## src/rtl/pc_branch_unit.sv

```systemverilog
// Fetch program counter with PC-relative redirects, stall hold and a one-cycle
// fetch bubble plus flush pulse after every accepted redirect.
module pc_branch_unit #(
    parameter int                 WIDTH    = 16,
    parameter logic [WIDTH-1:0]   RESET_PC = '0,
    parameter int                 INC      = 2
) (
    input  logic             clk,
    input  logic             rst_n,
    input  logic             stall,
    input  logic             br_valid,
    input  logic             br_taken,
    input  logic [WIDTH-1:0] offset,
    output logic [WIDTH-1:0] pc,
    output logic             pc_valid,
    output logic             flush,
    output logic             misalign,
    output logic [1:0]       state_o
);

    typedef enum logic [1:0] {
        BOOT   = 2'd0,
        RUN    = 2'd1,
        HOLD   = 2'd2,
        BUBBLE = 2'd3
    } state_t;

    localparam logic [WIDTH-1:0] INC_W = WIDTH'(INC);

    state_t           state_q, state_d;
    logic [WIDTH-1:0] pc_q, pc_d;
    logic             pc_valid_q, pc_valid_d;
    logic             flush_q, flush_d;
    logic             misalign_q, misalign_d;

    logic             fetching;
    logic             redirect;
    logic [WIDTH-1:0] target;
    logic [WIDTH-1:0] pc_inc;

    // Redirects are only accepted while a real fetch address is presented.
    assign fetching = (state_q == RUN) || (state_q == HOLD);
    assign redirect = fetching && br_valid && br_taken;
    assign target   = pc_q + offset;
    assign pc_inc   = pc_q + INC_W;

    always_comb begin
        state_d    = state_q;
        pc_d       = pc_q;
        pc_valid_d = pc_valid_q;
        flush_d    = 1'b0;
        misalign_d = 1'b0;

        case (state_q)
            BOOT: begin
                state_d    = RUN;
                pc_valid_d = 1'b1;
            end
            RUN, HOLD: begin
                if (redirect) begin
                    state_d    = BUBBLE;
                    pc_d       = target;
                    pc_valid_d = 1'b0;
                    flush_d    = 1'b1;
                    misalign_d = target[0];
                end else if (stall) begin
                    state_d    = HOLD;
                    pc_valid_d = 1'b1;
                end else begin
                    state_d    = RUN;
                    pc_d       = pc_inc;
                    pc_valid_d = 1'b1;
                end
            end
            BUBBLE: begin
                // The target is already in pc; it becomes a real fetch now.
                state_d    = stall ? HOLD : RUN;
                pc_valid_d = 1'b1;
            end
            default: begin
                state_d    = BOOT;
                pc_valid_d = 1'b0;
            end
        endcase
    end

    always_ff @(posedge clk or negedge rst_n) begin
        if (!rst_n) begin
            state_q    <= BOOT;
            pc_q       <= RESET_PC;
            pc_valid_q <= 1'b0;
            flush_q    <= 1'b0;
            misalign_q <= 1'b0;
        end else begin
            state_q    <= state_d;
            pc_q       <= pc_d;
            pc_valid_q <= pc_valid_d;
            flush_q    <= flush_d;
            misalign_q <= misalign_d;
        end
    end

    assign pc       = pc_q;
    assign pc_valid = pc_valid_q;
    assign flush    = flush_q;
    assign misalign = misalign_q;
    assign state_o  = state_q;

endmodule
```

## config.mk

```make
export PLATFORM = sky130hd
export DESIGN_NAME = pc_branch_unit
export DESIGN_NICKNAME = d
export VERILOG_FILES = /design/src/rtl/pc_branch_unit.sv
export SDC_FILE = /design/constraint.sdc
export NUM_CORES = 1
export LEC_CHECK = 0
export CORE_MARGIN = 8
export CORE_UTILIZATION = 30
export DETAILED_ROUTE_END_ITERATION = 10
export SYNTH_ARGS = -nofsm -noshare
export SYNTH_HDL_FRONTEND = slang
export SYNTH_SLANG_ARGS = --single-unit
export TNS_END_PERCENT = 20
```

## constraint.sdc

```tcl
create_clock -name clk -period 2.4 [get_ports clk]
set_input_delay 0.36 -clock clk [delete_from_list [all_inputs] [get_ports clk]]
set_output_delay 0.36 -clock clk [all_outputs]
set_load 0.01 [all_outputs]
```

# --- Word level (Yosys, flattened, before mapping) ---
# Index checks and enable logic that the tools add are counted.
totals:
  wordCells: 29
  out_inout_bits: 21
  regBits: 21
  input_bits: 21
op_classes:
  n_reduce_logical: 7
  addsub: 2
  n_mux: 11
  n_eq_ne: 4
op_table:
  columns: ["operator", "count"]
  rows:
  - ["16-bit 2-to-1 mux", 2]
  - ["16-bit adder", 1]
  - ["16-bit by 2-bit adder with 16-bit output (second input constant)", 1]
  - ["2-bit case mux with 3 select lines", 1]
  - ["1-bit 2-to-1 mux", 5]
  - ["2-bit == test (second input constant)", 2]
  - ["2-bit 2-to-1 mux", 2]
  - ["2-bit OR reduction", 2]
  - ["2-bit by 1-bit == test with 1-bit output (second input constant)", 1]
  - ["1-bit logical AND", 2]
  - ["2-bit zero test", 1]
  - ["2-bit by 1-bit != test with 1-bit output (second input constant)", 1]
  - ["1-bit case mux with 2 select lines", 1]
  - ["2-bit AND reduction", 1]
  - ["1-bit logical OR", 1]

# --- Longest topological paths before layout ---
# Gate-level depths: netlist (run 1).
logic_depth:
  depth_word: 6
  depth_mapped: 10

# --- Worst setup path after synthesis (run 1) ---
# Ideal clock, no wire load.
synth_path:
  path_kind: "reg-to-reg"
  from: "register pc_q[0], in the netlist pc[0]"
  to: "register pc_q[12], in the netlist pc[12]"
  arrival_ps: 2107
  setup_slack_ps: 157
  period_less_slack_ps: 2243
  required_time_ps: 2264
  setup_ps: 136
  n_path_buf: 0
  path_stages_with_launch: 9
  cell_sequence: "dfrtp_1 -> ha_1 -> fa_1 -> a211oi_2 -> o211ai_1 -> a311o_1 -> a21o_1 -> xnor2_1 -> a21oi_1"
synth_via:
  elab_chain_cells: 3
synth_lines:
  columns: ["item", "line", "source"]
  rows:
  - ["start, declared", "31", "logic [WIDTH-1:0] pc_q, pc_d;"]
  - ["start signal, assigned", "96", "pc_q <= pc_d;"]
  - ["16-bit by 2-bit adder with 16-bit output", "45", "assign pc_inc = pc_q + INC_W;"]
  - ["16-bit 2-to-1 mux", "66", "end else if (stall) begin"]
  - ["16-bit 2-to-1 mux *", "60", "if (redirect) begin"]
# Every way passes the cells marked *; elsewhere a longest branch is shown, timed or not. The select of a mux whose other input is x is not followed.
# A chain may end at the register's enable or synchronous reset.

# --- Worst setup path in the final report (run 1) ---
layout_path:
  from: "input port offset[1]"
  to: "register pc_q[12], in the netlist pc[12]"
layout_via:
  elab_chain_cells: 2
layout_lines:
  columns: ["item", "line", "source"]
  rows:
  - ["start, declared", "13", "input logic [WIDTH-1:0] offset,"]
  - ["16-bit adder", "44", "assign target = pc_q + offset;"]
  - ["16-bit 2-to-1 mux", "60", null]
# Every way passes these cells.

==> results.tsv, run 1 <==
metric	value	unit
synth_ff_type	dfrtp_1	
cap_violations	0	
critPathMaxFanout	3	
postRouteAntennaNets	0	
first_iter_violations	53	
hp-class	in -> async	
final.setup.tns	0	ps
grt_max_degree	22	
ys_types	42	
muxShareOfSynthArea	1.112	%
row_count	28	
critPathArrivalTime	2540	ps
worst_setup_path_end_kind	register	
first_global_vias	1646	
timing.rr.end	pc[12]	
post_drt_via_cell_ratio	5.061	
placed_area	2411	sq um
period_minus_slack	2338	ps
synth-async-reset-ratio	100.0	%
design.core.area	5851	sq um
overflow	0	
grtUsageMet3	2.484	%
io_pins	42	
max_slew_margin	73.46	%
synth_compound_area_share	24.74	%
final.fill_count	567	
fin_cells	342	
crit_family	compound AO/OA/AOI/OAI gates	
synth_warnings	0	
syn_nets	248	
clk_path_buf_depth	2	
synth-simple-area-share	19.74	%
synth_top_family_by_area	compound AO/OA/AOI/OAI gates	
design_power_total	3.146	mW
clkTransAtPathRegs	90	ps
vias	1731	
tightestPinTransition	393.9	ps
regToRegSetupSlack	90	ps
start_kind	input pin	
antennaDiodeCount	0	
cp_num_buf_inv	1	
synthAdderAreaFrac	13.62	%
crit_cells	8	
htree_levels	1	
finalClockSkew	6.797	ps
stdcell_area	2487	sq um
report.final.slew_viol_count	0	
busiest_layer	met2	
grt_util_met2	17.98	%
synth.avg_cell_area	8.656	sq um
seq_area_frac_synth	29.19	%
cpPeakStageDelay	480	ps
synth_cells	208	
layout_commonest_cell	clkdlybuf4s50_1	
status	finished, final reports clean	
dieArea	8737	sq um
crit_slowest_cell	clkdlybuf4s50_1	
finalHoldViolations	0	
ys_ff_latch	21	
drc	0	
fmax	427.8	MHz
dp.cells	336	
layout_common_cells	clkdlybuf4s50_1 (40), a21oi_1 (25), nand2_1 (25)	
power_density	1265	nW/um^2
initial_core_util	30.77	%
final_core_util	42.52	%
die_y	93.47	um
setup_viol	0	
insertion_delay	270	ps
wirelength	4893	um
synthXorXnorAreaFrac	8.756	%
reg2reg_from	pc[0]	
met1_usage	14.80	%
grt_pass1_wl	7990	um
fp.dieW	93.47	um
cts-root-buf	clkbuf_8	
routedWlPerCell	14.31	um
port_buffers	41	
cts_tree	yes	
finalCritPeriodShare	97.41	%
areaGrowthSynthToFinish	38.15	%
cts_sinks	21	
worstPathCellList	clkdlybuf4s50_1 -> fa_2 -> a211oi_2 -> o211ai_1 -> a311o_1 -> a21o_1 -> xnor2_2 -> a21oi_1	
grt_usage	11.22	%
vdd_drop_max	0.5626	mV
leakage	1.076	nW
worstSetupPathType	in -> reg	
synth_edf_count	0	
nets	308	
drive_gt1_share	13.86	%
crit_required	2600	ps
place.gp.congestion	0.8280	
dp_hpwl	3846	um
cts_buffers	3	
first_pass_iters	4	
r2r_cells	8	
antenna_found_initial	0	
synth_area	1800	sq um
## state kept, by name, summed over array words and instances (netlist names)
register / cells
flush: 1
pc: 16
misalign: 1
pc_valid: 1
state_o: 2
## synthesized netlist by cell type (2+ instances only)
master	instances	area, sq um
a21o_1	7	52.55
o22ai_1	2	12.51
a211oi_1	2	15.01
clkbuf_1	3	11.26
a211oi_2	4	50.05
mux2i_1	2	20.02
nor4_4	2	42.54
or2_2	2	12.51
nor2_1	12	45.04
dfrtp_1	21	525.5
a21oi_1	25	125.1
xor2_1	4	35.03
nor3_1	3	15.01
nand3_1	6	30.03
xnor2_1	14	122.6
nor2b_1	2	12.51
nand4_1	6	37.54
buf_2	2	10.01
nand2_1	25	93.84
and3_1	2	12.51
inv_1	7	26.28
ha_1	18	225.2
o211ai_1	3	22.52
nand2b_1	2	12.51
o21ai_0	15	75.07
## power by group
group / total, mW / internal, mW / switching (mW)
sequential: 0.711 / 0.517 / 0.194
clock: 0.247 / 0.116 / 0.131
combinational: 2.19 / 1.10 / 1.09
total: 3.15 / 1.73 / 1.41
## routing by layer
metal  routed length (um)  vias to the layer above  share of wire (%)
met5                    0                        -                  0
met4                   19                        0               0.39
met3                  248                        2                5.1
met2                 2242                       34                 46
met1                 2383                      812                 49
li1                     -                      883                  -
## final cells by class
cell class | instances | area [sq um] | share of cell area, %
clock buffers | 3 | 41.29 | 1.660
clock inverters | 1 | 5.005 | 0.2012
inverters | 8 | 30.03 | 1.207
multi-input cells | 174 | 1236 | 49.70
flip-flops and latches | 21 | 525.5 | 21.13
well taps | 75 | 93.84 | 3.773
repair buffers | 60 | 555.5 | 22.33
## worst register-to-register path: stages, from the launching register on
cell,delay [ps]
dfrtp_1,410
ha_2,200
fa_2,390
a211oi_2,250
o211ai_1,180
a311o_1,380
a21o_1,180
xnor2_2,130
a21oi_1,120
## logic make-up (layout without fill, tap and decap cells)
| kind of cell | Yosys count | count (layout) |
|---|---|---|
| compound gates | 68 | 68 |
| xor+xnor | 18 | 18 |
| fa+ha+maj | 19 | 19 |
| buf+inv | 13 | 72 |
| flops | 21 | 21 |
| mux | 2 | 2 |
| simple gates | 67 | 67 |
## how the worst max path moves through the flow
stage	start	to
final	offset[1]	pc[12]
after floorplan	pc[0]	pc[12]
after CTS	offset[0]	pc[12]
after global placement	offset[0]	pc[12]
after detailed placement	offset[0]	pc[12]
after global routing	offset[1]	pc[12]
## through the flow
step           hold WS (ps)  worst slack (ps)
2_1_floorplan         64.41             157.4
3_3_place_gp          464.9            -293.9
3_5_place_dp          465.2            -348.1
4_1_cts               451.4             17.34
5_1_grt               473.9           -0.4516
6_report              444.8             62.23
## repair_timing
action	CTS	global route
hold buffers	0	0
resized for setup	1	3
endpoints found under the setup margin	1	1
gates cloned	0	0
pin swaps	1	6
setup buffers	0	2
Note: power is estimated with default switching activity, not from simulation.
==> run 2, diff against run 1 <==
- ABC_CLOCK_PERIOD_IN_PS: unset -> 2400
- CORE_UTILIZATION: 30 -> 50
- PLACE_DENSITY: unset -> 0.8
==> run 2 against run 1 <==
Global-route usage grew 4.9 points. Combinational power shrank 3%. Fmax grew 2.9%. Sequential power grew 2%. Utilization grew 25 points. Largest cell class unchanged. Highest routed layer unchanged.
==> results.tsv, run 2 (same netlist as run 1, synthesis figures left out) <==
metric	value	unit	change
postRouteAntennaNets	0		unchanged
crit_family	compound AO/OA/AOI/OAI gates		
clk_path_buf_depth	2		unchanged
layout_commonest_cell	clkdlybuf4s50_1		
final_core_util	67.69	%	+25 points
cap_violations	0		unchanged
dp_hpwl	3738	um	-2.8%
cts_buffers	3		unchanged
place.gp.congestion	0.8721		+5.3%
period_minus_slack	2272	ps	-66.27 ps
power_density	1261	nW/um^2	-0.30%
cpPeakStageDelay	400	ps	-80 ps
drive_gt1_share	12.50	%	-1.4 points
rsz0062_at_grt	no		
finalClockSkew	4.092	ps	-2.704 ps
io_pins	42		unchanged
cp_num_buf_inv	1		unchanged
vias	1812		+4.7%
final.fill_count	306		-46%
final.setup.tns	0	ps	unchanged
worstSetupPathType	in -> reg		
antenna_found_initial	0		unchanged
critPathArrivalTime	2510	ps	-30 ps
start_kind	input pin		
leakage	1.041	nW	-3.2%
die_y	76.01	um	-19%
grt_usage	16.10	%	+4.9 points
design_power_total	3.030	mW	-3.7%
fp.dieW	76.01	um	-19%
dieArea	5777	sq um	-34%
cts_sinks	21		unchanged
row_count	22		-21%
max_slew_margin	70.83	%	-2.6 points
first_global_vias	1807		+9.8%
setup_viol	0		unchanged
htree_levels	1		unchanged
nets	305		-0.97%
placed_area	2370	sq um	-1.7%
layout_common_cells	clkdlybuf4s50_1 (41), a21oi_1 (25), nand2_1 (25)		
vdd_drop_max	0.6423	mV	+14%
finalHoldViolations	0		unchanged
grt_pass1_wl	7997	um	about the same
stdcell_area	2404	sq um	-3.4%
insertion_delay	310	ps	+40 ps
overflow	0		unchanged
wirelength	4680	um	-4.4%
regToRegSetupSlack	150	ps	+60 ps
design.core.area	3551	sq um	-39%
largest_reg_flops	16		unchanged
routedWlPerCell	15.00	um	+4.8%
antennaDiodeCount	0		unchanged
first_iter_violations	143		+170%
cts_tree	yes		
worstPathCellList	clkdlybuf4s50_1 -> ha_1 -> fa_2 -> a211oi_2 -> o211ai_1 -> a311o_1 -> a21o_1 -> xnor2_1 -> a21oi_1		
post_drt_via_cell_ratio	5.808		+15%
port_buffers	41		unchanged
hp-class	in -> async		
worst_setup_path_end_kind	register		
first_pass_iters	4		unchanged
clkTransAtPathRegs	130	ps	+40 ps
areaGrowthSynthToFinish	33.50	%	
initial_core_util	50.70	%	+20 points
crit_slowest_cell	clkdlybuf4s50_1		
tightestPinTransition	437.5	ps	+43.61 ps
status	finished, final reports clean		
fmax	440.2	MHz	+2.9%
grt_max_degree	22		unchanged
drc	0		unchanged
critPathMaxFanout	3		unchanged
crit_required	2640	ps	+40 ps
finalCritPeriodShare	94.65	%	-2.8 points
report.final.slew_viol_count	0		unchanged
cts-root-buf	clkbuf_4		
[run 2: layout make-up]
cell class	instances	area [sq um]	area share (%)
clock buffers	3	22.52	0.9370
clock inverters	1	5.005	0.2082
inverters	8	33.78	1.406
multi-input cells	174	1226	51.02
flip-flops and latches	21	525.5	21.86
well taps	48	60.06	2.499
repair buffers	57	530.5	22.07
[run 2: report_power, final]
part	internal [mW]	leakage, nW	switching (mW)
Sequential	0.515	0.247	0.211
Combinational	1.06	0.777	1.07
Clock	0.0623	0.0177	0.116
Total	1.64	1.04	1.39
[run 2: path summary, 6_finish.rpt]
| check | cells after the start | to | startpoint |
|---|---|---|---|
| worst max-delay path | 9 | pc[12] | offset[0] |
| max in group asynchronous | 2 | pc[13] | rst_n |
| worst min-delay path | 2 | pc[4] | rst_n |
| min in group clk | 1 | pc[15] | pc[15] |
| worst max register to register | 8 | pc[15] | state_o[0] |
| worst min register to register | 1 | pc[15] | pc[15] |
[run 2: repair_timing]
action	CTS	global route
endpoints found under the setup margin	0	2
hold buffers	0	0
gates resized for setup	0	2
buffers inserted	0	0
[run 2: through the flow]
step / hold WS, ps / cells / setup slack (ps)
floorplan: 64.41 / 208 / 157.4
global placement: 461.2 / 308 / -240.3
detailed placement: 468.5 / 308 / -296.5
CTS: 395.2 / 312 / 14.17
global route: 399.9 / 312 / 19.93
finish: 393.9 / 312 / 128.5
[run 2: worst register-to-register path, cell delays in order (launching register included)]
cell and delay (ps):
dfrtp_1 400, inv_1 50, ha_1 370, and3_1 460, clkinvlp_4 330, nand2_1 130
o21ai_0 110, a211oi_2 200, xnor2_1 140
[run 2: routing by layer]
metal / track usage, % / part of all wire (%)
met2: 27.68 / 49
met1: 19.57 / 45
met5: 0 / 0
met4: 5.686 / 1.6
met3: 2.712 / 4.0
==> run 3, diff against run 2 <==
- ABC_AREA: unset -> 1
- CORE_UTILIZATION: 50 -> 53
- GPL_ROUTABILITY_DRIVEN: unset -> 0
- PLACE_DENSITY: 0.8 -> 0.82
==> run 3 against run 2 <==
Utilization about the same. Setup slack better by 300 ps. Clock power up 32%. Power up 8.4%. Sequential power up 7.4%. Global-route usage up 2.5 points. Cell count up 40%. Die area up 9.6%. Synthesized cell count up 64%. Flip-flop and latch count unchanged. Largest power group unchanged. Highest routed layer unchanged.
==> results.tsv, run 3 <==
metric	value	unit	change
status	finished, final reports clean		
wirelength	5831	um	+25%
initial_core_util	54.33	%	+3.6 points
fp.dieW	79.58	um	+4.7%
final.setup.tns	0	ps	unchanged
row_count	23		+4.5%
post_cts_resized	0		unchanged
nets	427		+40%
synth_compound_area_share	11.62	%	-13 points
worst_setup_path_end_kind	register		
synthAdderAreaFrac	11.45	%	-2.2 points
clk_path_buf_depth	2		unchanged
synth_area	2142	sq um	+19%
max_slew_margin	68.77	%	-2.1 points
layout_common_cells	nand2_1 (105), inv_1 (61), clkdlybuf4s50_1 (41)		
synth_top_cell_by_area	dfrtp_1		
clkTransAtPathRegs	80	ps	-50 ps
crit_slowest_cell	clkdlybuf4s50_1		
grt_usage	18.65	%	+2.5 points
insertion_delay	260	ps	-50 ps
finalCritPeriodShare	82.07	%	-13 points
postCtsHoldBufs	0		unchanged
ys_top_cells_by_area	dfrtp_1 (25%), nand2_1 (18%), inv_1 (11%)		
yosysTopAreaCellShare	24.53	%	-4.7 points
vias	2334		+29%
period_minus_slack	1970	ps	-301.7 ps
largest_reg_flops	16		unchanged
overflow	0		unchanged
rsz0062_at_grt	no		
stdcell_area	2668	sq um	+11%
synth_edf_count	0		unchanged
synth_cells	341		+64%
tightestPinTransition	468.0	ps	+30.47 ps
antennaDiodeCount	0		unchanged
placed_area	2623	sq um	+11%
leakage	1.430	nW	+37%
cts-root-buf	clkbuf_8		
hp-class	in -> async		
synth.avg_cell_area	6.282	sq um	-27%
finalClockSkew	7.426	ps	+3.334 ps
dp.cells	432		+40%
htree_levels	1		unchanged
first_global_vias	2145		+19%
routedWlPerCell	13.37	um	-11%
syn_nets	381		+54%
layout_commonest_cell	nand2_1		
start_kind	input pin		
power_density	1231	nW/um^2	-2.4%
grt_max_degree	22		unchanged
final.fill_count	354		+16%
cpPeakStageDelay	400	ps	about the same
ys_types	30		-29%
seq_area_frac_synth	24.53	%	-4.7 points
synth_warnings	0		unchanged
antenna_found_initial	0		unchanged
port_buffers	41		unchanged
worstPathCellList	clkdlybuf4s50_1 -> ha_1 -> fa_1 -> nand2_1 -> nand2_1 -> nand3_1 -> nand2_1 -> nand2_1 -> nand3_1 -> nand3_1 -> nand2_1 -> nand2_1 -> nand2_1		
fmax	507.7	MHz	+15%
cts_tree	yes		
io_pins	42		unchanged
worstSetupPathType	in -> reg		
crit_required	2560	ps	-80 ps
synthTopCellsByCount	nand2_1 (105), inv_1 (61), nor2_1 (26)		
reg2reg_from	state_o[0]		
vdd_drop_max	0.8479	mV	+32%
synthXorXnorAreaFrac	3.271	%	-5.5 points
fin_cells	436		+40%
path_common_cell	nand2_1		
muxShareOfSynthArea	0.4673	%	-0.64 points
grt_pass1_wl	9660	um	+21%
synth-simple-area-share	37.09	%	+17 points
post_drt_via_cell_ratio	5.353		-7.8%
design.core.area	3943	sq um	+11%
dp_hpwl	4652	um	+24%
r2r_cells	7		-1
areaGrowthSynthToFinish	24.53	%	
synth_ff_type	dfrtp_1		
synth_top_family_by_area	simple AND/OR/NAND/NOR gates		
drc	0		unchanged
die_y	79.58	um	+4.7%
critPathMaxFanout	4		+1
dieArea	6332	sq um	+9.6%
cts_setup_buffers	0		unchanged
postRouteAntennaNets	0		unchanged
cap_violations	0		unchanged
first_iter_violations	187		+31%
first_pass_iters	4		unchanged
cts_buffers	3		unchanged
setup_viol	0		unchanged
synth-async-reset-ratio	100.0	%	unchanged
cts_sinks	21		unchanged
report.final.slew_viol_count	0		unchanged
critPathArrivalTime	2130	ps	-380 ps
ys_ff_latch	21		unchanged
drive_gt1_share	4.145	%	-8.4 points
synth.most_common_cell	nand2_1		
finalHoldViolations	0		unchanged
critPathLaunch	offset[0]		
-- run 3: path summary, 6_finish.rpt --
check,to,slack [ps]
worst max-delay path,pc[14],430
max in group asynchronous,state_o[0],1740
worst max register to register,pc[6],520
min in group clk,pc[0],560
worst min register to register,pc[0],560
worst min-delay path,pc_valid,440
-- run 3: worst max-delay path: cells and delay by family --
family | cells | cell delay (ps)
adders and majority gates | 2 | 640
buffers and inverters | 1 | 400
and+or+nand+nor | 10 | 720
-- run 3: metal layers --
metal | vias to the layer above | share of wire, % | global-route usage, %
li1 | 1180 | - | -
met1 | 1078 | 43 | 22.41
met2 | 72 | 50 | 32.84
met3 | 4 | 5.7 | 3.829
met4 | 0 | 0.89 | 4.444
met5 | - | 0 | 0
-- run 3: power by group --
part	switching (mW)	internal [mW]	leakage [nW]
Sequential	0.267	0.513	0.246
Combinational	1.32	0.948	1.16
Clock	0.117	0.118	0.0228
-- run 3: through the flow --
| step | setup WS [ps] | power (mW) | hold slack (ps) | utilization (%) |
|---|---|---|---|---|
| floorplan | 647.6 | 2.248 | 64.41 | - |
| global placement | 166.6 | 2.963 | 502.3 | 66.52 |
| detailed placement | 159.9 | 3.027 | 550.9 | 66.52 |
| CTS | 432.6 | 3.274 | 453.0 | 67.66 |
| global route | 235.3 | 3.616 | 465.8 | 67.66 |
| finish | 430.2 | 3.284 | 436.0 | 67.66 |
-- run 3: area by class of cell --
| cell class | count | area, sq um | share of cell area [%] |
|---|---|---|---|
| Inverter | 62 | 232.7 | 8.724 |
| Timing Repair Buffer | 44 | 432.9 | 16.23 |
| Sequential cell | 21 | 525.5 | 19.70 |
| Tap cell | 50 | 62.56 | 2.345 |
| Multi-Input combinational cell | 255 | 1369 | 51.31 |
| Clock buffer | 4 | 45.04 | 1.689 |
-- run 3: kinds of logic (layout without fill, tap and decap cells) --
kind of cell / count (synthesis) / in the layout
flops: 21 / 21
buf+inv: 65 / 110
mux: 1 / 1
xor+xnor: 8 / 8
compound gates: 46 / 46
fa+ha+maj: 19 / 19
simple gates: 181 / 181
